[src/rtl/sdram_pkg.sv]
// Shared types for the SDRAM request arbiter: address-width derivation,
// the port identifier stored per outstanding read, and the arbiter FSM encoding.
package sdram_pkg;

  localparam int ROW_BITS_DEF  = 13;
  localparam int COL_BITS_DEF  = 9;
  localparam int BANK_BITS_DEF = 2;

  function automatic int addr_w(input int row_bits, input int col_bits, input int bank_bits);
    return row_bits + col_bits + bank_bits;
  endfunction

  typedef logic port_id_t;

  typedef enum logic {
    S_IDLE  = 1'b0,
    S_ISSUE = 1'b1
  } arb_state_e;

endpackage

[src/rtl/sdram_tag_fifo.sv]
// In-order tag FIFO with an extra wrap bit on each pointer for full/empty;
// a push and a pop in the same cycle are both honoured, including when full.
module sdram_tag_fifo #(
  parameter  int DEPTH = 4,
  parameter  int WIDTH = 1,
  localparam int AW    = $clog2(DEPTH)
) (
  input  logic             clk,
  input  logic             rst,
  input  logic             push_i,
  input  logic [WIDTH-1:0] din_i,
  input  logic             pop_i,
  output logic [WIDTH-1:0] dout_o,
  output logic             full_o,
  output logic             empty_o,
  output logic [AW:0]      count_o
);

  logic [WIDTH-1:0] mem_q [DEPTH];
  logic [AW:0]      wr_q;
  logic [AW:0]      rd_q;
  logic             do_push;
  logic             do_pop;

  assign empty_o = (wr_q == rd_q);
  assign full_o  = (wr_q[AW] != rd_q[AW]) && (wr_q[AW-1:0] == rd_q[AW-1:0]);
  assign count_o = wr_q - rd_q;
  assign dout_o  = mem_q[rd_q[AW-1:0]];
  assign do_pop  = pop_i & ~empty_o;
  assign do_push = push_i & (~full_o | do_pop);

  always_ff @(posedge clk) begin
    if (do_push) mem_q[wr_q[AW-1:0]] <= din_i;
  end

  always_ff @(posedge clk) begin
    if (rst) begin
      wr_q <= '0;
      rd_q <= '0;
    end else begin
      if (do_push) wr_q <= wr_q + 1'b1;
      if (do_pop)  rd_q <= rd_q + 1'b1;
    end
  end

endmodule

[src/rtl/sdram_req_arb.sv]
// Two-port request arbiter in front of the SDRAM controller command port, with
// read-response steering by tag FIFO. Define SDRAM_ARB_FIXED_PRIO_EN for port-0 priority.
module sdram_req_arb
  import sdram_pkg::*;
#(
  parameter  int ROW_BITS  = ROW_BITS_DEF,
  parameter  int COL_BITS  = COL_BITS_DEF,
  parameter  int BANK_BITS = BANK_BITS_DEF,
  parameter  int TAG_DEPTH = 4,
  localparam int ADDR_W    = addr_w(ROW_BITS, COL_BITS, BANK_BITS),
  localparam int CNT_W     = $clog2(TAG_DEPTH) + 1
) (
  input  logic              clk,
  input  logic              rst,
  input  logic              p0_valid,
  output logic              p0_ready,
  input  logic              p0_write,
  input  logic [ADDR_W-1:0] p0_addr,
  input  logic [15:0]       p0_wdata,
  output logic              p0_rvalid,
  output logic [15:0]       p0_rdata,
  input  logic              p0_rready,
  input  logic              p1_valid,
  output logic              p1_ready,
  input  logic              p1_write,
  input  logic [ADDR_W-1:0] p1_addr,
  input  logic [15:0]       p1_wdata,
  output logic              p1_rvalid,
  output logic [15:0]       p1_rdata,
  input  logic              p1_rready,
  output logic              cmd_valid,
  input  logic              cmd_ready,
  output logic              cmd_write,
  output logic [ADDR_W-1:0] cmd_addr,
  output logic [15:0]       cmd_wdata,
  input  logic              rsp_valid,
  input  logic [15:0]       rsp_rdata,
  output logic              rsp_ready,
  output logic              tag_err,
  output logic [CNT_W-1:0]  outstanding
);

  arb_state_e        state_q, state_d;
  logic              cmd_valid_q, cmd_write_q;
  logic [ADDR_W-1:0] cmd_addr_q;
  logic [15:0]       cmd_wdata_q;
  logic              tag_err_q;
  logic              elig0, elig1;
  logic              gnt0, gnt1, gnt;
  logic              sel_write;
  logic              fifo_full, fifo_empty, fifo_pop;
  port_id_t          head_id;

  assign elig0     = p0_valid & (p0_write | ~fifo_full);
  assign elig1     = p1_valid & (p1_write | ~fifo_full);
  assign gnt       = gnt0 | gnt1;
  assign sel_write = gnt1 ? p1_write : p0_write;

  always_ff @(posedge clk) begin
    if (rst) state_q <= S_IDLE;
    else     state_q <= state_d;
  end

  always_comb begin
    state_d = state_q;
    case (state_q)
      S_IDLE:  if (gnt) state_d = S_ISSUE;
      S_ISSUE: if (cmd_valid_q && cmd_ready) state_d = S_IDLE;
      default: state_d = S_IDLE;
    endcase
  end

`ifdef SDRAM_ARB_FIXED_PRIO_EN
  always_comb begin
    gnt0 = 1'b0;
    gnt1 = 1'b0;
    if (state_q == S_IDLE && !rst) begin
      gnt0 = elig0;
      gnt1 = elig1 & ~elig0;
    end
  end
`else
  // prio_q names the port that wins the next tie; the loser of a grant gets it.
  port_id_t prio_q;

  always_ff @(posedge clk) begin
    if (rst)       prio_q <= 1'b0;
    else if (gnt)  prio_q <= ~port_id_t'(gnt1);
  end

  always_comb begin
    gnt0 = 1'b0;
    gnt1 = 1'b0;
    if (state_q == S_IDLE && !rst) begin
      if (elig0 && elig1) begin
        gnt0 = (prio_q == 1'b0);
        gnt1 = (prio_q == 1'b1);
      end else begin
        gnt0 = elig0;
        gnt1 = elig1;
      end
    end
  end
`endif

  assign p0_ready = gnt0;
  assign p1_ready = gnt1;

  always_ff @(posedge clk) begin
    if (rst) begin
      cmd_valid_q <= 1'b0;
      cmd_write_q <= 1'b0;
      cmd_addr_q  <= '0;
      cmd_wdata_q <= '0;
    end else if (gnt) begin
      cmd_valid_q <= 1'b1;
      cmd_write_q <= sel_write;
      cmd_addr_q  <= gnt1 ? p1_addr  : p0_addr;
      cmd_wdata_q <= gnt1 ? p1_wdata : p0_wdata;
    end else if (cmd_valid_q && cmd_ready) begin
      cmd_valid_q <= 1'b0;
    end
  end

  assign cmd_valid = cmd_valid_q;
  assign cmd_write = cmd_write_q;
  assign cmd_addr  = cmd_addr_q;
  assign cmd_wdata = cmd_wdata_q;

  sdram_tag_fifo #(
    .DEPTH (TAG_DEPTH),
    .WIDTH (1)
  ) u_tag_fifo (
    .clk     (clk),
    .rst     (rst),
    .push_i  (gnt & ~sel_write),
    .din_i   (port_id_t'(gnt1)),
    .pop_i   (fifo_pop),
    .dout_o  (head_id),
    .full_o  (fifo_full),
    .empty_o (fifo_empty),
    .count_o (outstanding)
  );

  // With no tag to steer by, stray responses are accepted and discarded.
  always_comb begin
    p0_rvalid = 1'b0;
    p1_rvalid = 1'b0;
    p0_rdata  = '0;
    p1_rdata  = '0;
    rsp_ready = 1'b0;
    if (fifo_empty) begin
      rsp_ready = rsp_valid;
    end else if (head_id == 1'b0) begin
      p0_rvalid = rsp_valid;
      p0_rdata  = rsp_rdata;
      rsp_ready = p0_rready;
    end else begin
      p1_rvalid = rsp_valid;
      p1_rdata  = rsp_rdata;
      rsp_ready = p1_rready;
    end
  end

  assign fifo_pop = rsp_valid & rsp_ready & ~fifo_empty;

  always_ff @(posedge clk) begin
    if (rst)                          tag_err_q <= 1'b0;
    else if (rsp_valid && fifo_empty) tag_err_q <= 1'b1;
  end

  assign tag_err = tag_err_q;

endmodule

[config.mk]
export PLATFORM = sky130hd
export DESIGN_NAME = sdram_req_arb
export DESIGN_NICKNAME = d
export VERILOG_FILES = /design/src/rtl/sdram_pkg.sv /design/src/rtl/sdram_tag_fifo.sv /design/src/rtl/sdram_req_arb.sv
export SDC_FILE = /design/constraint.sdc
export NUM_CORES = 1
export LEC_CHECK = 0
export ABC_AREA = 1
export ABC_CLOCK_PERIOD_IN_PS = 1900
export BUFFER_PORTS_ARGS = -buffer_cell sky130_fd_sc_hd__buf_2
export CORE_MARGIN = 4
export CORE_UTILIZATION = 40
export DETAILED_ROUTE_END_ITERATION = 8
export PLACE_DENSITY = 0.76
export SYNTH_ARGS = -nofsm -noshare
export SYNTH_HDL_FRONTEND = slang
export SYNTH_SLANG_ARGS = --single-unit
[constraint.sdc]
create_clock -name clk -period 1.9 [get_ports clk]
set_input_delay 0.38 -clock clk [delete_from_list [all_inputs] [get_ports clk]]
set_output_delay 0.38 -clock clk [all_outputs]
set_load 0.01 [all_outputs]
==> out/metrics.cfg <==
[run_status]
status=complete, but fails checks
violations=setup timing

[clock_network]
clkTransAtPathRegs_ns=0.07
hold_buffers=0
cts_buffers=9
cts_buffer_depth=2
cts_root_buf=clkbuf_8
cts_tree=yes
clock-sinks=57
h-tree-depth=3
clk_latency_ns=0.33

[global_route]
grt_usage_pct=18.3
grt_start_max_net_pins=37
grt_first_pass_wirelength_um=14800
grt_overflow=0
grt_antenna_before_repair=0
first_global_vias=3394

[placement]
portBuffers=188
dp.cells=763
post_dp_cell_area_mm2=0.00448
dp_hpwl_um=7230
globalplace.congestion=0.810

[synth]
synth_mux_area_share_pct=0
syn_area_mm2=0.00336
synth-simple-area-share_pct=44.0
syn_inst=478
avgSynthCellArea_um2=7.04
synth_top_area_cell=dfxtp_1
synth_top_family_by_area=simple AND/OR/NAND/NOR gates
synthXorXnorAreaFrac_pct=0.781
synthDistinctLibCells=33
syn_nets=592
synth_seq_cells=57
synth_warnings=0
synth_compound_area_share_pct=1.93
ys_seq_area_share_pct=35.1
ys_top_cells_by_area=dfxtp_1 32%, nand3_1 11%, nand2_1 11%
synthAdderAreaFrac_pct=3.20
synth_top_area_share_pct=31.5

[sta]
holdWs_ns=0.346
fin_ws_ns=-0.124
relSlewSlack_pct=85.5
setup_tns_ns=-5.27
max_freq_mhz=494
hold_viol=0
finalSetupViolCount=79
finalCritPeriodShare_pct=107
skew_ns=0.0114
rsz0062_at_grt=true
min_period_ns=2.02
tightest_slew_ns=0.218
drv_slew=0

[finish]
layout_commonest_cell=buf_2
drive_above_1_share_pct=41.7
diodes=0
nets=792
area_growth_pct=45.7
fin_cells=788
design_area_mm2=0.00490
post-route-util_pct=59.6
final_cell_mix=186 x buf_2, 97 x nand2_1, 75 x inv_1, 75 x nand3_1, 47 x dfxtp_1

[critical_path]
worstSetupPathType=register to primary output
crit_fanout=27
worst_path_largest_cell_delay_ns=0.33
crit_buf_inv=3
cp_slowest_cell=dfxtp_2
crit_family=buffers and inverters
cp_cell_sequence=inv_2, ha_4, nand2_4, nor2_4, buf_12, nor3_1, buf_2
critPathLaunch=u_tag_fifo.wr_q[0]$_SDFFE_PP0P_
cp-start-kind=register
required_ns=1.52
cp-end-kind=primary output
cp.arrival_ns=1.64
rr_startpoint=u_tag_fifo.wr_q[0]$_SDFFE_PP0P_

[worst_hold_path]
min_from=p1_wdata[10]
hold_class=primary input to register

[power]
ir_worst_vdd_mv=0.443
p_leak_nw=2.81
power_density_mw_per_mm2=842

[floorplanning]
coreArea_mm2=0.00822
start_util_pct=40.9
die_w_um=99.7
placementRows=33
die_area_mm2=0.00994
die_y_um=99.7
pin_count=189

[drt]
firstDrtPassIters=4
drcViolationCount=0
routed_wl_um=9660
vias_per_cell=4.64
drt_iter0_markers=86
vias=3658
drtAntennaViolNets=0
wl_per_cell_um=12.3

[run]
max-cap-violations=0

==> worst min-delay path: cells and delay by family <==
| kind | cells | cell delay [ns] |
|---|---|---|
| and+or+nand+nor | 3 | 0.15 |
| buffers and inverters | 2 | 0.11 |
==> what timing repair did <==
| item | 4_1_cts | 5_1_grt |
|---|---|---|
| buffers inserted | 5 | 2 |
| endpoints found under the setup margin | 63 | 74 |
| resized for setup | 28 | 8 |
| gates cloned | 0 | 2 |
| pin swaps | 8 | 3 |
| hold endpoints to repair | 0 | 0 |
==> sequential cells by signal (all words and copies together) (netlist names), named ones only <==
| register | count |
|---|---|
| u_tag_fifo.wr_q | 3 |
| cmd_wdata | 16 |
| cmd_addr | 24 |
| cmd_valid | 1 |
| state_q | 1 |
| u_tag_fifo.rd_q | 3 |
| tag_err | 1 |
| prio_q | 1 |
| cmd_write | 1 |
| u_tag_fifo.mem_q | 4 |
==> stage by stage <==
| stage | power, mW | worst slack, ns |
|---|---|---|
| floorplan | 2.28 | 0.0217 |
| global placement | 2.80 | 0.0753 |
| detailed placement | 2.85 | -0.0167 |
| CTS | 4.08 | -0.102 |
| global route | 4.39 | -0.200 |
| finish | 4.13 | -0.124 |
==> Yosys cell counts (all sizes together) <==
| master | n |
|---|---|
| nand2 | 106 |
| nand3 | 88 |
| inv | 84 |
| dfxtp | 53 |
| or2 | 42 |
| nor3 | 34 |
| buf | 20 |
| nor2 | 12 |
| a21oi | 8 |
| clkbuf | 8 |
| ha | 7 |
| edfxtp | 4 |
| nand4 | 3 |
| xor2 | 3 |
| a211oi | 1 |
| clkinv | 1 |
| fa | 1 |
| nand3b | 1 |
| o211ai | 1 |
| o21ai | 1 |
==> final cells by class <==
type / instances / area, um^2
multi-input combinational: 308 / 1760
clock buffer: 11 / 141
sequential: 57 / 1190
timing repair buffer: 217 / 1290
inverter: 85 / 329
tap: 105 / 131
clock inverter: 5 / 56.3
fill: 744 / 3320
==> power breakdown <==
| group | internal [mW] | leakage [nW] | switching [mW] |
|---|---|---|---|
| sequential | 1.34 | 0.478 | 0.0646 |
| combinational | 0.717 | 2.24 | 0.883 |
| clock | 0.639 | 0.0993 | 0.487 |
| total | 2.69 | 2.81 | 1.43 |
==> path summary, 6_finish.rpt <==
check / to / slack, ns / depth (start not counted)
setup reg to reg: cmd_wdata[9]$_SDFFE_PP0P_ / -0.06 / 14
hold / removal: cmd_wdata[10]$_SDFFE_PP0P_ / 0.35 / 5
hold reg to reg: tag_err$_SDFFE_PP0P_ / 0.45 / 2
setup / recovery: p1_rdata[12] / -0.12 / 7
==> cells by family (layout without fill, tap and decap cells) <==
| group | count (synthesis) | count (layout) |
|---|---|---|
| buf+inv | 113 | 318 |
| xor+xnor | 3 | 3 |
| simple gates | 286 | 286 |
| flops | 57 | 57 |
| fa+ha+maj | 8 | 8 |
| compound gates | 11 | 11 |
==> metal layers <==
layer	vias up	track usage, %	part of all wire [%]
met5	-	0	0
met4	0	8.40	2.6
met3	24	5.26	7.7
met2	135	32.4	50
met1	1616	20.1	40
li1	1883	-	-
(Power assumes the default switching activity.)
